<file path="config.mk">
export PLATFORM = sky130hd
export DESIGN_NAME = apple1_vga_out
export DESIGN_NICKNAME = d
export VERILOG_FILES = /design/src/rtl/apple1_vga_out.sv
export SDC_FILE = /design/constraint.sdc
export NUM_CORES = 1
export LEC_CHECK = 0
export CORE_MARGIN = 4
export CORE_UTILIZATION = 30
export CTS_CLUSTER_DIAMETER = 60
export CTS_CLUSTER_SIZE = 24
export DETAILED_ROUTE_END_ITERATION = 6
export DONT_BUFFER_PORTS = 1
export HOLD_SLACK_MARGIN = 0.05
export MAX_ROUTING_LAYER = met4
export SETUP_SLACK_MARGIN = 0.02
export SYNTH_ARGS = -nofsm -noshare
export SYNTH_HDL_FRONTEND = slang
export SYNTH_SLANG_ARGS = --single-unit
</file>
<file path="constraint.sdc">
create_clock -name clk25 -period 1.6 [get_ports clk25]
set_input_delay 0.24 -clock clk25 [delete_from_list [all_inputs] [get_ports clk25]]
set_output_delay 0.24 -clock clk25 [all_outputs]
set_load 0.01 [all_outputs]
</file>
<file path="src/rtl/apple1_vga_out.sv">
// Registered VGA output stage for the apple1 core: expands 1-bit colours to CH_BITS
// per channel with colour/mono-phosphor modes, optional scanline dimming and a fixed pipeline.
module apple1_vga_out #(
  parameter int CH_BITS = 2,
  parameter int PIPE    = 2
) (
  input  logic               clk25,
  input  logic               rst,
  input  logic [1:0]         mode,
  input  logic               scanline_en,
  input  logic               h_sync_in,
  input  logic               v_sync_in,
  input  logic               red_in,
  input  logic               grn_in,
  input  logic               blu_in,
  output logic               h_sync,
  output logic               v_sync,
  output logic [CH_BITS-1:0] red,
  output logic [CH_BITS-1:0] grn,
  output logic [CH_BITS-1:0] blu
);

  typedef enum logic [1:0] {
    MODE_COLOR = 2'b00,
    MODE_GREEN = 2'b01,
    MODE_AMBER = 2'b10,
    MODE_WHITE = 2'b11
  } mode_e;

  localparam logic [CH_BITS-1:0] F = {CH_BITS{1'b1}};

  logic  h_prev_q, v_prev_q;
  logic  par_q, par_d;
  mode_e act_mode_q, act_mode_d;
  logic  hs_fall, vs_fall, lum;

  logic [CH_BITS-1:0] red0_d, grn0_d, blu0_d;
  logic [CH_BITS-1:0] red_pipe_q [PIPE];
  logic [CH_BITS-1:0] grn_pipe_q [PIPE];
  logic [CH_BITS-1:0] blu_pipe_q [PIPE];
  logic               hs_pipe_q  [PIPE];
  logic               vs_pipe_q  [PIPE];

  assign hs_fall = h_prev_q & ~h_sync_in;
  assign vs_fall = v_prev_q & ~v_sync_in;
  assign lum     = red_in | grn_in | blu_in;

  // The mode only changes at a frame start; a frame start also restarts line parity.
  always_comb begin
    act_mode_d = act_mode_q;
    par_d      = par_q;
    if (vs_fall) begin
      act_mode_d = mode_e'(mode);
      par_d      = 1'b0;
    end else if (hs_fall) begin
      par_d = ~par_q;
    end
  end

  always_comb begin
    red0_d = '0;
    grn0_d = '0;
    blu0_d = '0;
    unique case (act_mode_q)
      MODE_COLOR: begin
        red0_d = red_in ? F : '0;
        grn0_d = grn_in ? F : '0;
        blu0_d = blu_in ? F : '0;
      end
      MODE_GREEN: grn0_d = lum ? F : '0;
      MODE_AMBER: begin
        red0_d = lum ? F : '0;
        grn0_d = lum ? (F >> 1) : '0;
      end
      MODE_WHITE: begin
        red0_d = lum ? F : '0;
        grn0_d = lum ? F : '0;
        blu0_d = lum ? F : '0;
      end
      default: ;
    endcase
    // Odd lines are dimmed to half intensity; at CH_BITS=1 that is black.
    if (scanline_en & par_q) begin
      red0_d = red0_d >> 1;
      grn0_d = grn0_d >> 1;
      blu0_d = blu0_d >> 1;
    end
  end

  always_ff @(posedge clk25) begin
    if (rst) begin
      h_prev_q   <= 1'b1;
      v_prev_q   <= 1'b1;
      par_q      <= 1'b0;
      act_mode_q <= MODE_COLOR;
      for (int i = 0; i < PIPE; i++) begin
        red_pipe_q[i] <= '0;
        grn_pipe_q[i] <= '0;
        blu_pipe_q[i] <= '0;
        hs_pipe_q[i]  <= 1'b1;
        vs_pipe_q[i]  <= 1'b1;
      end
    end else begin
      h_prev_q      <= h_sync_in;
      v_prev_q      <= v_sync_in;
      par_q         <= par_d;
      act_mode_q    <= act_mode_d;
      red_pipe_q[0] <= red0_d;
      grn_pipe_q[0] <= grn0_d;
      blu_pipe_q[0] <= blu0_d;
      hs_pipe_q[0]  <= h_sync_in;
      vs_pipe_q[0]  <= v_sync_in;
      for (int i = 1; i < PIPE; i++) begin
        red_pipe_q[i] <= red_pipe_q[i-1];
        grn_pipe_q[i] <= grn_pipe_q[i-1];
        blu_pipe_q[i] <= blu_pipe_q[i-1];
        hs_pipe_q[i]  <= hs_pipe_q[i-1];
        vs_pipe_q[i]  <= vs_pipe_q[i-1];
      end
    end
  end

  assign red    = red_pipe_q[PIPE-1];
  assign grn    = grn_pipe_q[PIPE-1];
  assign blu    = blu_pipe_q[PIPE-1];
  assign h_sync = hs_pipe_q[PIPE-1];
  assign v_sync = vs_pipe_q[PIPE-1];

endmodule

</file>
Word-level counts from Yosys, hierarchy flattened
Memories as Yosys holds them, arrays and structs flattened.
Index checks and enable logic that the tools add are counted.
{"block": "op_classes", "eq_ne": 3, "n_mux": 24, "bitwise": 18, "reduce_logical": 4}
{"operator": "$mux W2", "count": 13}
{"operator": "$or A1 B1 Y1", "count": 12}
{"operator": "$mux W1", "count": 8}
{"operator": "$pmux W2 S2", "count": 2}
{"operator": "$pmux W2 S3", "count": 1}
{"operator": "$reduce_or A2 Y1", "count": 3}
{"operator": "$eq A2 B2 Y1 const B", "count": 2}
{"operator": "$and A1 B1 Y1", "count": 3}
{"operator": "$not A1 Y1", "count": 3}
{"operator": "$eq A2 B1 Y1 const B", "count": 1}
{"operator": "$logic_not A2 Y1", "count": 1}
{"block": "word_totals", "ff_bits": 5, "ram_bits": 16, "in_bits": 10, "out_inout_bits": 8, "elab_cells": 58, "n_memories": 5}
{"memory": "blu_pipe_q", "words": 2, "word_bits": 2, "rd": 2, "rd_clocked_by_memory_dff": 0, "write_ports": 2, "line_no": "40", "rtl": "logic [CH_BITS-1:0] blu_pipe_q [PIPE];"}
{"memory": "grn_pipe_q", "words": 2, "word_bits": 2, "rd": 2, "rd_clocked_by_memory_dff": 0, "write_ports": 2, "line_no": "39", "rtl": "logic [CH_BITS-1:0] grn_pipe_q [PIPE];"}
{"memory": "red_pipe_q", "words": 2, "word_bits": 2, "rd": 2, "rd_clocked_by_memory_dff": 0, "write_ports": 2, "line_no": "38", "rtl": "logic [CH_BITS-1:0] red_pipe_q [PIPE];"}
{"memory": "hs_pipe_q", "words": 2, "word_bits": 1, "rd": 2, "rd_clocked_by_memory_dff": 0, "write_ports": 2, "line_no": "41", "rtl": "logic hs_pipe_q [PIPE];"}
{"memory": "vs_pipe_q", "words": 2, "word_bits": 1, "rd": 2, "rd_clocked_by_memory_dff": 0, "write_ports": 2, "line_no": "42", "rtl": "logic vs_pipe_q [PIPE];"}

Logic depth before layout (Yosys ltp)
{"block": "logic_depth", "depth_word": 6, "ltp_mapped": 5, "depth_no_buf": 5}

Least setup slack after synthesis
No wires, ideal clock.
{"block": "synth_path", "kind": "register to register", "from": "register act_mode_q[0]", "to": "memory grn_pipe_q[0][1]", "setup_ns": 0.066, "arrival_ns": 1.167, "required_ns": 1.534, "path_slack_ns": 0.367, "path_stages_with_launch": 6, "synth_period_minus_slack_ns": 1.233, "cell_sequence": "dfxtp_1 > inv_1 > ha_1 > o21bai_1 > a211o_1 > a21oi_2"}
{"element": "from (decl)", "line_no": "34", "rtl": "mode_e act_mode_q, act_mode_d;"}
{"element": "from (signal assigned)", "line_no": "107", "rtl": "act_mode_q <= act_mode_d;"}
{"element": "to (decl)", "line_no": "39"}

==> summary.txt <==
STA
  • Setup violators final: 0
  • Tightest Pin Transition: 0.465 ns
  • Crit path time final: 1.34 ns
  • Unrepaired setup endpoints after global routing: false
  • Final hold violation count: 0
  • Final period util: 83.6%
  • Hold_ws: 0.0920 ns
  • Slew HR: 68.9%
  • Slew Viols, Final: 0
  • Layout Skew: 0.00476 ns
  • Sum Neg Setup Slack: 0 ns
  • Fmax: 0.747 GHz
  • Setup ws final: 0.262 ns

Floorplanning
  • Core box area: 0.00225 mm^2
  • Die Span X: 57.2 um
  • DIE HEIGHT: 57.2 um
  • Die area: 0.00327 mm^2
  • Initial Util: 32.2%
  • Rows: 17
  • Ports: 18

Global route
  • Overflow after GRT: 0
  • Vias in the first global route: 421
  • Met1 GRT Util: 7.82%
  • Met2 Use GR: 11.4%
  • Aggregate global-route resource usage: 7.57%
  • Initial antenna violation count: 0
  • First-pass GRT wire length: 1770 um
  • Met3 GRT Util: 4.75%
  • Largest net degree at the start of global routing: 16
  • GRT Max-Usage Layer: met2

Placed design
  • Post-detail-place hpwl: 766 um
  • PortBufs: 0
  • RePlAce Congestion: 0.741
  • Setup Slack @ Placement: 0.272 ns
  • Placement Cell Area: 712 um^2
  • Post-placement cell count: 87

Clock tree
  • Worst-skew pair later-pin latency: 0.29 ns
  • Clock Sinks: 19
  • Post-CTS setup buffers: 0
  • CTS Hold Buffers Added: 4
  • CTS tree: yes
  • CTS H-tree lvls: 1
  • CTS buffer count: 3
  • Maximum clock path buffer count: 2
  • CTS root buf: clkbuf_4
  • Clock transition at path regs: 0.11 ns
  • Post-CTS sizing: 0

Setup path
  • CP Max Fanout: 4
  • CP required: 1.84 ns
  • CP Class: register to register
  • CP endpoint kind: register
  • CP arrival: 1.58 ns
  • Startpoint Class: register

Final layout
  • Final instance area: 779 um^2
  • Core Util, Final: 34.6%
  • Post-Layout Cell Count: 95
  • Area delta synth->final: 7.23%
  • Antenna Cells: 0
  • Share of layout cells above drive strength 1: 17.9%
  • Nets: 83

Logic synthesis
  • Mux contribution to synthesized area: 2.75%
  • Syn avg cell area: 11.0 um^2
  • Synth Area in Adders: 8.61%
  • Synthesized area: 727 um^2
  • Yosys top cell area share: 52.3%
  • Synth Area in Simple Gates: 19.6%
  • Main area contributors after synthesis: dfxtp_1 52%, ha_1 8.6%, buf_4 6.2%
  • Yosys warns: 0
  • Post-Syn Instances: 66
  • Yosys reg bits: 19
  • Area leader, netlist: dfxtp_1
  • Xor/xnor share of the synthesized area: 1.20%
  • Compound-Gate Fraction of Synth Area: 7.06%
  • Seq/Total Area, Yosys: 52.3%
  • Netlist cell types: 21
  • Net Count, Synth: 81
  • Largest family of logic cells by synthesized area: simple AND/OR/NAND/NOR gates

Routing
  • TritonRoute pass-1 iters: 4
  • Detailed Route WL: 1060 um
  • # DRC: 0
  • Vias per cell: 4.33
  • ANT nets after route: 0
  • WL/cell: 11.1 um
  • DRT iter0 DRCs: 11
  • Vias: 411

Power and ir drop
  • Leakage: 0.312 nW
  • Power Total: 0.833 mW
  • Worst IR drop on VDD: 0.469 mV
  • PwrDens: 1070 mW/mm^2

Outcome
  • Status: finished, final reports clean

Job
  • Max-Cap Viols: 0

Min path
  • Hold WC Path Type: primary input to register
path summary, 6_finish.rpt:
path / startpoint / end / slack [ns] / cells after the start
max: act_mode_q[0] / grn_pipe_q[0][1] / 0.26 / 5
min: mode[1] / act_mode_q[1] / 0.09 / 2
max reg2reg: act_mode_q[0] / grn_pipe_q[0][1] / 0.26 / 5
min reg2reg: blu_pipe_q[0][0] / blu_pipe_q[0][2] / 0.44 / 1
cell usage in the layout (no fill, tap or decap), drive strengths merged:
cell type / instances
nor2b: 7
a21oi: 2
mux2i: 2
nor4: 2
clkbuf: 3
inv: 3
ha: 5
clkinv: 1
dfxtp: 19
nor3: 5
o21bai: 1
nor2: 2
a211o: 2
o21ai: 1
dlygate4sd3: 4
xnor2: 1
and2b: 1
nand2b: 1
or2: 4
a211oi: 1
cells in the mapped netlist, drive strengths merged:
library cell   n
buf            7
xnor2          1
or2            4
ha             5
nand2b         1
a211oi         1
and2b          1
nor4           2
o21bai         1
a21oi          2
dfxtp         19
nor2b          7
a211o          2
nor2           2
mux2i          2
o21ai          1
inv            3
nor3           5
state kept, by name, summed over array words and instances, names as in the netlist:
signal and count:
par_q 1, blu_pipe_q 4, grn_pipe_q 4, hs_pipe_q 2, vs_pipe_q 2, red_pipe_q 4
act_mode_q 2
power by group:
part	total, mW	internal (mW)	leakage (nW)	switching [mW]
sequential	0.519	0.503	0.157	0.0158
combinational	0.0788	0.0420	0.138	0.0368
clock	0.235	0.0930	0.0177	0.142
total	0.833	0.638	0.312	0.195
critical path, stage by stage (launching register included):
cell and delay [ns]:
dfxtp_1 0.39, inv_1 0.09, ha_1 0.22, o21bai_1 0.15, a211o_1 0.32, a21oi_2 0.11
per-layer routing:
layer | vias to the layer above | part of all wire [%]
met3 | 2 | 10
met4 | 0 | 0.85
li1 | 216 | -
met5 | - | 0
met1 | 172 | 44
met2 | 21 | 45
layout make-up:
type	count	area, um^2
fill	238	1480
sequential	19	380
multi-input combinational	37	285
timing repair buffer	4	40.0
tap	28	35.0
clock buffer	3	22.5
inverter	3	11.3
clock inverter	1	5.00
cell families (layout without fill, tap and decap cells):
| logic type | count (synthesis) | after routing |
|---|---|---|
| muxes | 2 | 2 |
| DFF | 19 | 19 |
| AOI/OAI and AO/OA | 7 | 7 |
| adders and majority gates | 5 | 5 |
| xor gates and xnor gates | 1 | 1 |
| buffers and inverters | 10 | 11 |
| and+or+nand+nor | 22 | 22 |
Power figures use the tool's default switching activity.
